$ cat src/rtl/leitor_display_pkg.sv
// Shared definitions for the 7-segment path (encoder and reader use the same truth table).
package leitor_display_pkg;

   localparam int unsigned SEG_W  = 7;
   localparam int unsigned CODE_W = 2;
   localparam int unsigned ERR_W  = 4;

   // Segment order {a,b,c,d,e,f,g}, 1 = segment lit
   localparam logic [SEG_W-1:0] SEG_COD00   = 7'b0001100;
   localparam logic [SEG_W-1:0] SEG_COD01   = 7'b1111010;
   localparam logic [SEG_W-1:0] SEG_COD10   = 7'b1111100;
   localparam logic [SEG_W-1:0] SEG_COD11   = 7'b1110011;
   localparam logic [SEG_W-1:0] SEG_APAGADO = 7'b0000000;

   typedef enum logic [1:0] {
      CONTANDO = 2'd0,
      TRAVADO  = 2'd1,
      ERRO     = 2'd2,
      APAGADO  = 2'd3
   } estado_t;

   typedef struct packed {
      logic              legal;
      logic              blank;
      logic [CODE_W-1:0] code;
   } decod_t;

endpackage

$ cat src/rtl/leitor_display_decodificador_segmentos.sv
// Combinational 7-segment pattern classifier: legal code, blank or illegal.
module decodificador_segmentos
   import leitor_display_pkg::*;
(
   input  logic [SEG_W-1:0] seg,
   output decod_t           decod_c
);

   // Map each known pattern to its code; anything else stays illegal
   always_comb begin
      decod_c = '0;
      case (seg)
         SEG_COD00: begin
            decod_c.legal = 1'b1;
            decod_c.code  = 2'b00;
         end
         SEG_COD01: begin
            decod_c.legal = 1'b1;
            decod_c.code  = 2'b01;
         end
         SEG_COD10: begin
            decod_c.legal = 1'b1;
            decod_c.code  = 2'b10;
         end
         SEG_COD11: begin
            decod_c.legal = 1'b1;
            decod_c.code  = 2'b11;
         end
         SEG_APAGADO: decod_c.blank = 1'b1;
         default:     decod_c = '0;
      endcase
   end

endmodule

$ cat src/rtl/leitor_display.sv
// Segment readback: waits for a stable pattern, then decodes it to {y1,y0} or flags it.
module leitor_display
   import leitor_display_pkg::*;
#(
   parameter int unsigned STABLE_CYCLES = 4,
   parameter int unsigned CNT_W         = 4
)(
   input  logic             clk,
   input  logic             rst_n,
   input  logic             seg_a,
   input  logic             seg_b,
   input  logic             seg_c,
   input  logic             seg_d,
   input  logic             seg_e,
   input  logic             seg_f,
   input  logic             seg_g,
   output logic             y1,
   output logic             y0,
   output logic             valid,
   output logic             travado,
   output logic             erro,
   output logic [ERR_W-1:0] n_erros
);

   localparam logic [CNT_W-1:0] CNT_FIM = CNT_W'(STABLE_CYCLES - 1);
   localparam logic [ERR_W-1:0] ERR_MAX = '1;

   logic [SEG_W-1:0] seg_in;
   logic [SEG_W-1:0] seg_q;
   logic [CNT_W-1:0] cnt;
   logic             mudou;
   estado_t          estado;
   decod_t           decod_c;

   assign seg_in = {seg_a, seg_b, seg_c, seg_d, seg_e, seg_f, seg_g};
   assign mudou  = (seg_in != seg_q);

   // Decision uses the captured sample, which equals the input whenever a decision is taken
   decodificador_segmentos u_decod (
      .seg     (seg_q),
      .decod_c (decod_c)
   );

   // Capture, stability count, decision FSM and registered outputs
   always_ff @(posedge clk) begin
      if (!rst_n) begin
         seg_q   <= SEG_APAGADO;
         cnt     <= '0;
         estado  <= CONTANDO;
         y1      <= 1'b0;
         y0      <= 1'b0;
         valid   <= 1'b0;
         travado <= 1'b0;
         erro    <= 1'b0;
         n_erros <= '0;
      end else begin
         seg_q <= seg_in;
         valid <= 1'b0;
         case (estado)
            CONTANDO: begin
               if (mudou) begin
                  cnt <= '0;
               end else if (cnt != CNT_FIM) begin
                  cnt <= cnt + CNT_W'(1);
               end else begin
                  cnt <= '0;
                  if (decod_c.legal) begin
                     y1      <= decod_c.code[1];
                     y0      <= decod_c.code[0];
                     valid   <= 1'b1;
                     travado <= 1'b1;
                     erro    <= 1'b0;
                     estado  <= TRAVADO;
                  end else if (decod_c.blank) begin
                     estado <= APAGADO;
                  end else begin
                     erro <= 1'b1;
                     if (n_erros != ERR_MAX) begin
                        n_erros <= n_erros + ERR_W'(1);
                     end
                     estado <= ERRO;
                  end
               end
            end
            default: begin
               // Locked, error or blank: hold until the pattern moves
               if (mudou) begin
                  travado <= 1'b0;
                  cnt     <= '0;
                  estado  <= CONTANDO;
               end
            end
         endcase
      end
   end

endmodule

$ cat config.mk
export PLATFORM = sky130hd
export DESIGN_NAME = leitor_display
export DESIGN_NICKNAME = d
export VERILOG_FILES = /design/src/rtl/leitor_display_pkg.sv /design/src/rtl/leitor_display_decodificador_segmentos.sv /design/src/rtl/leitor_display.sv
export SDC_FILE = /design/constraint.sdc
export NUM_CORES = 1
export LEC_CHECK = 0
export BUFFER_PORTS_ARGS = -buffer_cell sky130_fd_sc_hd__buf_2
export CAP_MARGIN = 25
export CORE_MARGIN = 4
export CORE_UTILIZATION = 50
export CTS_CLUSTER_DIAMETER = 80
export DETAILED_ROUTE_END_ITERATION = 6
export GPL_ROUTABILITY_DRIVEN = 0
export PLACE_DENSITY = 0.81
export SETUP_SLACK_MARGIN = 0.1
export SLEW_MARGIN = 0
export SYNTH_ARGS = -nofsm -noshare
export SYNTH_HDL_FRONTEND = slang
export SYNTH_SLANG_ARGS = --single-unit
export TNS_END_PERCENT = 5
$ cat constraint.sdc
create_clock -name clk -period 3.9 [get_ports clk]
set_clock_uncertainty 0.05 [all_clocks]
set_input_delay 0.195 -clock clk [delete_from_list [all_inputs] [get_ports clk]]
set_output_delay 0.195 -clock clk [all_outputs]
set_load 0.02 [all_outputs]
==> results of run 1 <==
-- worst max-delay path, cell delays in order, from the launching register on --
cell,delay [ps]
dfxtp_1,410
ha_1,230
nor3b_1,670
and3_1,270
and3_1,200
mux2i_1,200
-- cells by family (layout without fill, tap and decap cells) --
group                      after synthesis  in the layout  share of synthesized area (%)
AOI/OAI and AO/OA                       16             16                           10.3
xor gates and xnor gates                 8              8                           6.23
adders and majority gates                4              4                           4.45
buffers and inverters                    6             24                           2.11
DFF                                     22             22                           39.2
muxes                                    7              7                           6.23
and+or+nand+nor                         63             63                           31.5
-- cells in the mapped netlist, types with 2 or more instances --
master	count	area [µm²]
dfxtp_1	22	440
nand2_1	15	56.3
and2_1	8	50.1
mux2i_1	7	70.1
nand3_1	7	35.0
and3_1	6	37.5
xnor2_1	6	52.6
nor3_1	5	25.0
ha_1	4	50.1
nor2_1	4	15.0
o21ai_0	4	20.0
a21boi_0	3	22.5
clkbuf_1	3	11.3
nand2b_1	3	18.8
a31o_1	2	17.5
a31oi_1	2	12.5
inv_1	2	7.51
nor2b_1	2	12.5
nor4_1	2	12.5
xor2_1	2	17.5
-- how the worst min path moves through the flow --
stage               slack, ps       end
floorplan                 270  seg_q[0]
detailed placement        380  seg_q[6]
global route               60  seg_q[5]
CTS                        50  seg_q[5]
finish                     50  seg_q[5]
global placement          370  seg_q[4]
-- final cells by class --
class | instances | area (µm²) | area share, %
Clock buffer | 3 | 22.5 | 1.75
Clock inverter | 1 | 30.0 | 2.33
Tap cell | 27 | 33.8 | 2.62
Timing Repair Buffer | 18 | 92.6 | 7.19
Multi-Input combinational cell | 98 | 661 | 51.3
Inverter | 2 | 7.51 | 0.583
Sequential cell | 22 | 440 | 34.2
-- power groups by stage --
stage	Clock, mW	Combinational, mW	Sequential (mW)
floorplan	0	0.0474	0.250
global placement	0	0.0644	0.248
detailed placement	0	0.0670	0.248
CTS	0.178	0.0676	0.243
global route	0.187	0.0753	0.245
finish	0.177	0.0673	0.243
-- sequential cells by signal, indices dropped and copies added (netlist names) --
register,cells
erro,1
y0,1
valid,1
n_erros,4
seg_q,7
y1,1
cnt,4
travado,1
estado,2
-- routing by layer --
layer / global-route usage, % / up-vias
met5: 0 / -
met4: 9.03 / 0
met3: 2.80 / 9
met2: 28.5 / 20
met1: 17.9 / 433
li1: - / 480
-- through the flow --
stage	hold slack (ps)	worst slack [ps]	power, mW	std cells
floorplan	267	2120	0.298	126
global placement	370	1960	0.312	167
detailed placement	382	1880	0.315	167
CTS	54.2	1800	0.489	171
global route	63.6	1600	0.507	171
finish	55.0	1800	0.487	171
==> results.toml, run 1 <==
[hold_path]
holdPathStages = 2
hp-class = "in2reg"
hold_start = "seg_b"

[cells_and_area]
postLayoutCellArea_um2 = 1290
syn_to_final_growth_pct = 14.5
fin_nets = 158
layout_common_cells = "dfxtp_1, buf_2, nand2_1"
drive_above_1_share_pct = 18.8
fill_cells = 181
final_common_cell = "dfxtp_1"
final_core_util_pct = 63.1
diodes = 0

[setup_path]
reg2reg_from = "cnt[0]"
end_kind = "register"
r2r_slack_ps = 1800
crit_path_start_kind = "register"
cp.required_ps = 4110
r2r_cells = 5
arrival_ps = 2310
startpoint = "cnt[0]"
rr_endpoint = "n_erros[2]"
cp_max_fo = 8
crit_type = "reg2reg"
cp-endpoint = "n_erros[2]"

[timing]
setup_viol = 0
rsz0062_at_grt = "no"
tns_ps = 0
hold_viol_final = 0
fin_crit_ps = 2100
slew_headroom_pct = 47.6
max_freq_mhz = 476
worst_pin_slew_ps = 784
maxSlewViolCount = 0
fin_crit_sh_pct = 53.9

[grt]
overflow = 0
grt_pass1_vias = 947
antenna_found_initial = 0
grt_first_pass_wirelength_um = 4060
track_usage_pct = 16.1
grt_max_degree = 30

[die]
io_pins = 18
rows = 16
die_w_um = 55.4
fp.dieH_um = 55.4
core-area_um2 = 2040
initial_core_util_pct = 55.1
dieArea_um2 = 3070

[cts]
clock-sinks = 22
clk_latency_ps = 320
ctsHtreeMaxLevel = 1
cts_resized = 0
clock_path_buffers = 2
cts_tree = "yes"
clkTransAtPathRegs_ps = 130
clock-root-buffer = "clkbuf_4"
cts_setup_buffers = 0
cts_buffers = 3
postCtsHoldBufs = 0

[routing]
ant_nets = 0
wirelength_um = 2400
wl_met3_um = 80
vias_per_cell = 5.51
first_pass_iters = 4
num_vias = 942
drtIter0Drc = 31
top_layer = "met4"
dr_wl_met2_um = 1190
wl_per_cell_um = 14.1
wl_met1_um = 1060
drc_errors = 0

[synthesis]
ys_types = 37
netlist_area_um2 = 1120
synth_edf_count = 0
async_flop_share_pct = 0
synth_cells = 126
synth_flop_cell = "dfxtp_1"
yosys_warnings = 0
syn-num-nets = 139
synth_seq_cells = 22
syn_avg_cell_area_um2 = 8.93
yosysSeqAreaShare_pct = 39.2

[power]
p_comb_share_pct = 13.8
p_seq_share_pct = 49.9
p_leak_nw = 0.546
p_per_area_nw_per_um2 = 379
p_sw_share_pct = 24.2
ir_drop_v = 0.000299
power.switching_mw = 0.118
power.internal_mw = 0.370
clkPwrFrac_pct = 36.3

[placed_design]
dpl.hpwl_um = 1740
placed_area_um2 = 1230
numPortBuffers = 17

[status]
outcome = "completed"

[job]
drv_cap = 0
(Power assumes the default switching activity.)
==> run 2, diff against run 1 <==
ABC_AREA = 1   (was default)
PLACE_DENSITY = 0.8   (was 0.81)
clock period = 2 ns   (was 3.9 ns; I/O delays follow)
==> run 2 against run 1 <==
  * Clock power up 15%
  * Highest routed layer unchanged
  * Core utilization rose by 1.4 points
  * Register-to-register slack got worse by 1500 ps
  * Worst setup slack worse by 1500 ps
  * Via count is 25% higher
  * Critical path type is now in2reg
  * Combinational power grew to 4.1 times the previous value
  * Die area is 10% higher
  * Global-route usage grew 0.36 points
  * Non-clock buffer count up 6
==> results.toml, run 2 <==
[timing]
setup_slack_ps = 309
fin_crit_sh_pct = 84.5
fin_crit_ps = 1690
rsz0062_at_grt = "no"
setup_viol = 0
hold_viol_final = 0
maxSlewViolCount = 0
tns_ps = 0
slew_headroom_pct = 80.9
worst_pin_slew_ps = 286
max_freq_mhz = 591

[synthesis]
synth_seq_cells = 22
synthTopCellsByArea = "dfxtp_1, nand2_1, inv_1"
yosys_warnings = 0
ys_types = 24
netlist_area_um2 = 1260
syn_avg_cell_area_um2 = 6.43
async_flop_share_pct = 0
synth_most_common_cell = "nand2_1"
synth_edf_count = 0
yosysTopAreaCell = "dfxtp_1"
synthTopCellsByCount = "nand2_1, inv_1, nor2_1, dfxtp_1, nand3_1"
synth_cells = 196
synth_flop_cell = "dfxtp_1"
yosysSeqAreaShare_pct = 35.0
yosys.area.top_type_share_pct = 35.0
syn-num-nets = 209

[setup_path]
r2r_slack_ps = 330
end_kind = "register"
r2r_cells = 12
crit_family = "buffers and inverters"
cp_cell_sequence = "dlygate4sd3_1, buf_2, inv_1, nand2_1, nand2_1, nor2_2, nand2_2, nor2_8, ha_1, nor2_1, nand3b_1, a21oi_1"
reg2reg_from = "seg_q[2]"
cp_max_fo = 9
arrival_ps = 1890
worst_path_most_repeated_cell = "nand2_1"
slowest_delay_ps = 540
crit_path_start_kind = "input port"
rr_endpoint = "estado[0]"
crit_type = "in2reg"
cp.required_ps = 2200
critPathBufInv = 3
cp.depth = 12
slowest_stage = "dlygate4sd3_1"

[routing]
drc_errors = 0
ant_nets = 0
wirelength_um = 2460
drtIter0Drc = 23
vias_per_cell = 4.69
first_pass_iters = 4
num_vias = 1173
wl_per_cell_um = 9.85

[die]
dieArea_um2 = 3390
fp.dieH_um = 58.2
rows = 17
core-area_um2 = 2300
initial_core_util_pct = 54.8
die_w_um = 58.2
io_pins = 18

[grt]
grt_max_degree = 16
antenna_found_initial = 0
grt_pass1_vias = 1051
grt_first_pass_wirelength_um = 4430
track_usage_pct = 16.5
overflow = 0

[placed_design]
dpl.cell_count = 240
dpl.hpwl_um = 1820
pre_cts_ws_ps = 352
numPortBuffers = 17

[status]
outcome = "completed"

[cells_and_area]
diodes = 0
largest_register_ffs = 7
fin_cells = 250
largestRegisters = "seg_q (7), cnt (4), n_erros (4)"
fin_nets = 237
layout_common_cells = "nand2_1, inv_1, nor2_1"
final_common_cell = "nand2_1"
drive_above_1_share_pct = 14.4
syn_to_final_growth_pct = 17.6
largest-register = "seg_q"

[cts]
clkTransAtPathRegs_ps = 120
clock-root-buffer = "clkbuf_4"
cts_tree = "yes"
ctsHtreeMaxLevel = 1
clk_latency_ps = 310
cts_setup_buffers = 0
cts_buffers = 3
clock_path_buffers = 2
clock-sinks = 22

[power]
p_per_area_nw_per_um2 = 657
ir_drop_v = 0.000477
p_leak_nw = 0.822

[hold_path]
hp-class = "in2reg"
holdPathStages = 3
min_to = "travado"
hold_start = "rst_n"

[job]
drv_cap = 0
-- run 2: routing by layer --
layer,track usage (%),vias to the layer above,wire (µm)
met5,0,-,0
met4,3.64,0,12
met3,4.68,2,134
met2,26.9,20,1110
met1,21.5,494,1200
li1,-,657,-
-- run 2: worst max path at each step --
stage	from	endpoint	slack, ps
after floorplan	seg_q[3]	estado[0]	470
after global placement	seg_q[6]	estado[1]	350
after detailed placement	seg_q[6]	estado[0]	350
after CTS	seg_a	estado[0]	260
after global routing	seg_q[0]	estado[0]	120
final	seg_g	cnt[3]	310
-- run 2: worst min-delay path: stages --
cell and delay [ps]:
buf_2 200, nand2_1 100, nor2_1 30
-- run 2: metrics by stage --
step	total power, mW	cell area [µm²]	hold WS [ps]	utilization (%)
after floorplan	0.707	1260	143	-
after CTS	0.978	1470	85.0	63.9
after detailed placement	0.765	1380	262	59.9
after global placement	0.763	1380	256	59.9
after global routing	1.06	1480	85.6	64.5
final	0.973	1480	91.6	64.5
-- run 2: layout make-up --
cell class              instances  area [µm²]
clock buffers                   3        22.5
fillers                       216         816
inverters                      33         125
multi-input cells             140         703
flip-flops and latches         22         440
well taps                      28        35.0
repair buffers                 24         155
-- run 2: what timing repair did --
action	in CTS	in global routing
resized for setup	0	2
hold buffers	7	0
hold endpoints to repair	7	0
endpoints found under the setup margin	0	5
-- run 2: cells by family after synthesis --
family                     after synthesis  synth area share (%)
adders and majority gates                4                  3.97
and+or+nand+nor                        116                  40.5
xor gates and xnor gates                 5                  3.48
DFF                                     22                  35.0
buffers and inverters                   34                  10.2
AOI/OAI and AO/OA                       15                  6.85
-- run 2: power by group --
group          internal, mW  leakage (nW)  switching [mW]
combinational        0.0974         0.628           0.181
clock                0.0705        0.0138           0.133
sequential            0.470         0.180          0.0214
total                 0.638         0.822           0.336
==> run 3, diff against run 2 <==
PLACE_DENSITY = 0.83   (was 0.8)
clock period = 1.5 ns   (was 2 ns; I/O delays follow)
==> run 3 against run 2 <==
  * The run now ends with negative setup slack left
  * Core utilization rose by 11 points
  * Critical path type is now reg2reg
  * Combinational power rose by 83%
  * Register-to-register slack got worse by 400 ps
  * Die area is the same
==> results.toml, run 3 (synthesis results as in run 2) <==
[timing]
setup_slack_ps = -69.8
whs_ps = 59.1
rsz0062_at_grt = "yes"
max_freq_mhz = 637
maxSlewViolCount = 0
slew_headroom_pct = 79.2
worst_pin_slew_ps = 311
fin_crit_ps = 1570
tns_ps = -448
hold_viol_final = 0
setup_viol = 11
fin_crit_sh_pct = 105

[cells_and_area]
largestRegisters = "seg_q (7), cnt (4), n_erros (4)"
syn_to_final_growth_pct = 37.1
diodes = 0
postLayoutCellArea_um2 = 1730
fin_nets = 257
largest-register = "seg_q"
layout_common_cells = "nand2_1, inv_1, nor2_1"
drive_above_1_share_pct = 30.5
largest_register_ffs = 7
fill_cells = 197
final_common_cell = "nand2_1"

[setup_path]
cp-endpoint = "estado[0]"
cp.required_ps = 1710
worst_path_most_repeated_cell = "nand2_2"
rr_endpoint = "estado[0]"
slowest_delay_ps = 400
r2r_slack_ps = -70
arrival_ps = 1780
cp_cell_sequence = "inv_2, nand2_2, nand2_2, nor2_2, nand2_2, nor2_8, ha_4, inv_2, nor2_4, nand2_1, nand2_1, nor2_1"
crit_path_start_kind = "register"
startpoint = "seg_q[1]"
r2r_cells = 12
reg2reg_from = "seg_q[1]"
slowest_stage = "dfxtp_4"
crit_type = "reg2reg"
cp_max_fo = 6
end_kind = "register"

[grt]
overflow = 0
grt_first_pass_wirelength_um = 4840
grt_max_degree = 16
grt_pass1_vias = 1227
antenna_found_initial = 0
track_usage_pct = 18.0

[cts]
clock-sinks = 22
clkTransAtPathRegs_ps = 120
clk_latency_ps = 310
ctsHtreeMaxLevel = 1
cts_buffers = 3
clock_path_buffers = 2
clock-root-buffer = "clkbuf_4"
cts_tree = "yes"

[job]
drv_cap = 0

[status]
outcome = "finished with violations"
violations = "negative setup slack"

[placed_design]
placed_area_um2 = 1510
dpl.hpwl_um = 1960
numPortBuffers = 17

[routing]
num_vias = 1311
wl_per_cell_um = 11.0
drc_errors = 0
vias_per_cell = 4.84
first_pass_iters = 4
ant_nets = 0
wirelength_um = 2970
drtIter0Drc = 58

[die]
io_pins = 18
rows = 17
fp.dieH_um = 58.2
core-area_um2 = 2300
initial_core_util_pct = 54.8
die_w_um = 58.2
dieArea_um2 = 3390

[power]
p_per_area_nw_per_um2 = 864
ir_drop_v = 0.000765
p_leak_nw = 0.933

[hold_path]
hp-class = "in2reg"
[run 3: area by class of cell]
cell class | instances | area [µm²] | area share, %
Multi-Input combinational cell | 140 | 773 | 44.8
Sequential cell | 22 | 448 | 25.9
Timing Repair Buffer | 44 | 309 | 17.9
Inverter | 33 | 126 | 7.31
Clock buffer | 4 | 36.3 | 2.10
Tap cell | 28 | 35.0 | 2.03
[run 3: stage by stage]
stage | util, % | worst slack (ps) | total power, mW | cells
after floorplan | - | 28.6 | 0.958 | 196
after global placement | 65.7 | -66.2 | 1.07 | 255
after detailed placement | 65.7 | -110 | 1.08 | 255
after CTS | 72.9 | -42.8 | 1.48 | 270
after global routing | 75.2 | -169 | 1.60 | 271
final | 75.2 | -69.8 | 1.49 | 271
[run 3: routing by layer]
metal | part of all wire [%] | vias up | track usage [%]
li1 | - | 694 | -
met2 | 51 | 23 | 32.1
met4 | 1.2 | 0 | 6.95
met5 | 0 | - | 0
met3 | 3.8 | 4 | 4.01
met1 | 44 | 590 | 20.6
[run 3: worst min path at each step]
stage	start	to	slack [ps]	cells after the start
floorplan	seg_g	seg_q[0]	120	2
global placement	seg_d	seg_q[3]	230	3
detailed placement	seg_b	seg_q[5]	240	3
CTS	rst_n	seg_q[0]	50	3
global route	rst_n	n_erros[1]	70	3
finish	rst_n	seg_q[0]	60	3
[run 3: timing repair]
action,4_1_cts,5_1_grt
pin swaps,11,3
buffers inserted,4,1
resized for setup,7,17
hold buffers,7,0
hold endpoints to repair,7,0
gates cloned,0,0
setup endpoints to repair,15,15
[run 3: where the power goes]
group	internal, mW	switching (mW)	total, mW
combinational	0.207	0.301	0.508
clock	0.148	0.181	0.329
sequential	0.626	0.0283	0.655
[run 3: critical path, delay by kind of cell, from the launching register on]
family | cells | cell delay, ps
AND/OR/NAND/NOR | 9 | 740
flip-flops | 1 | 400
adder cells (fa/ha/maj) | 1 | 230
buffers and inverters | 2 | 100
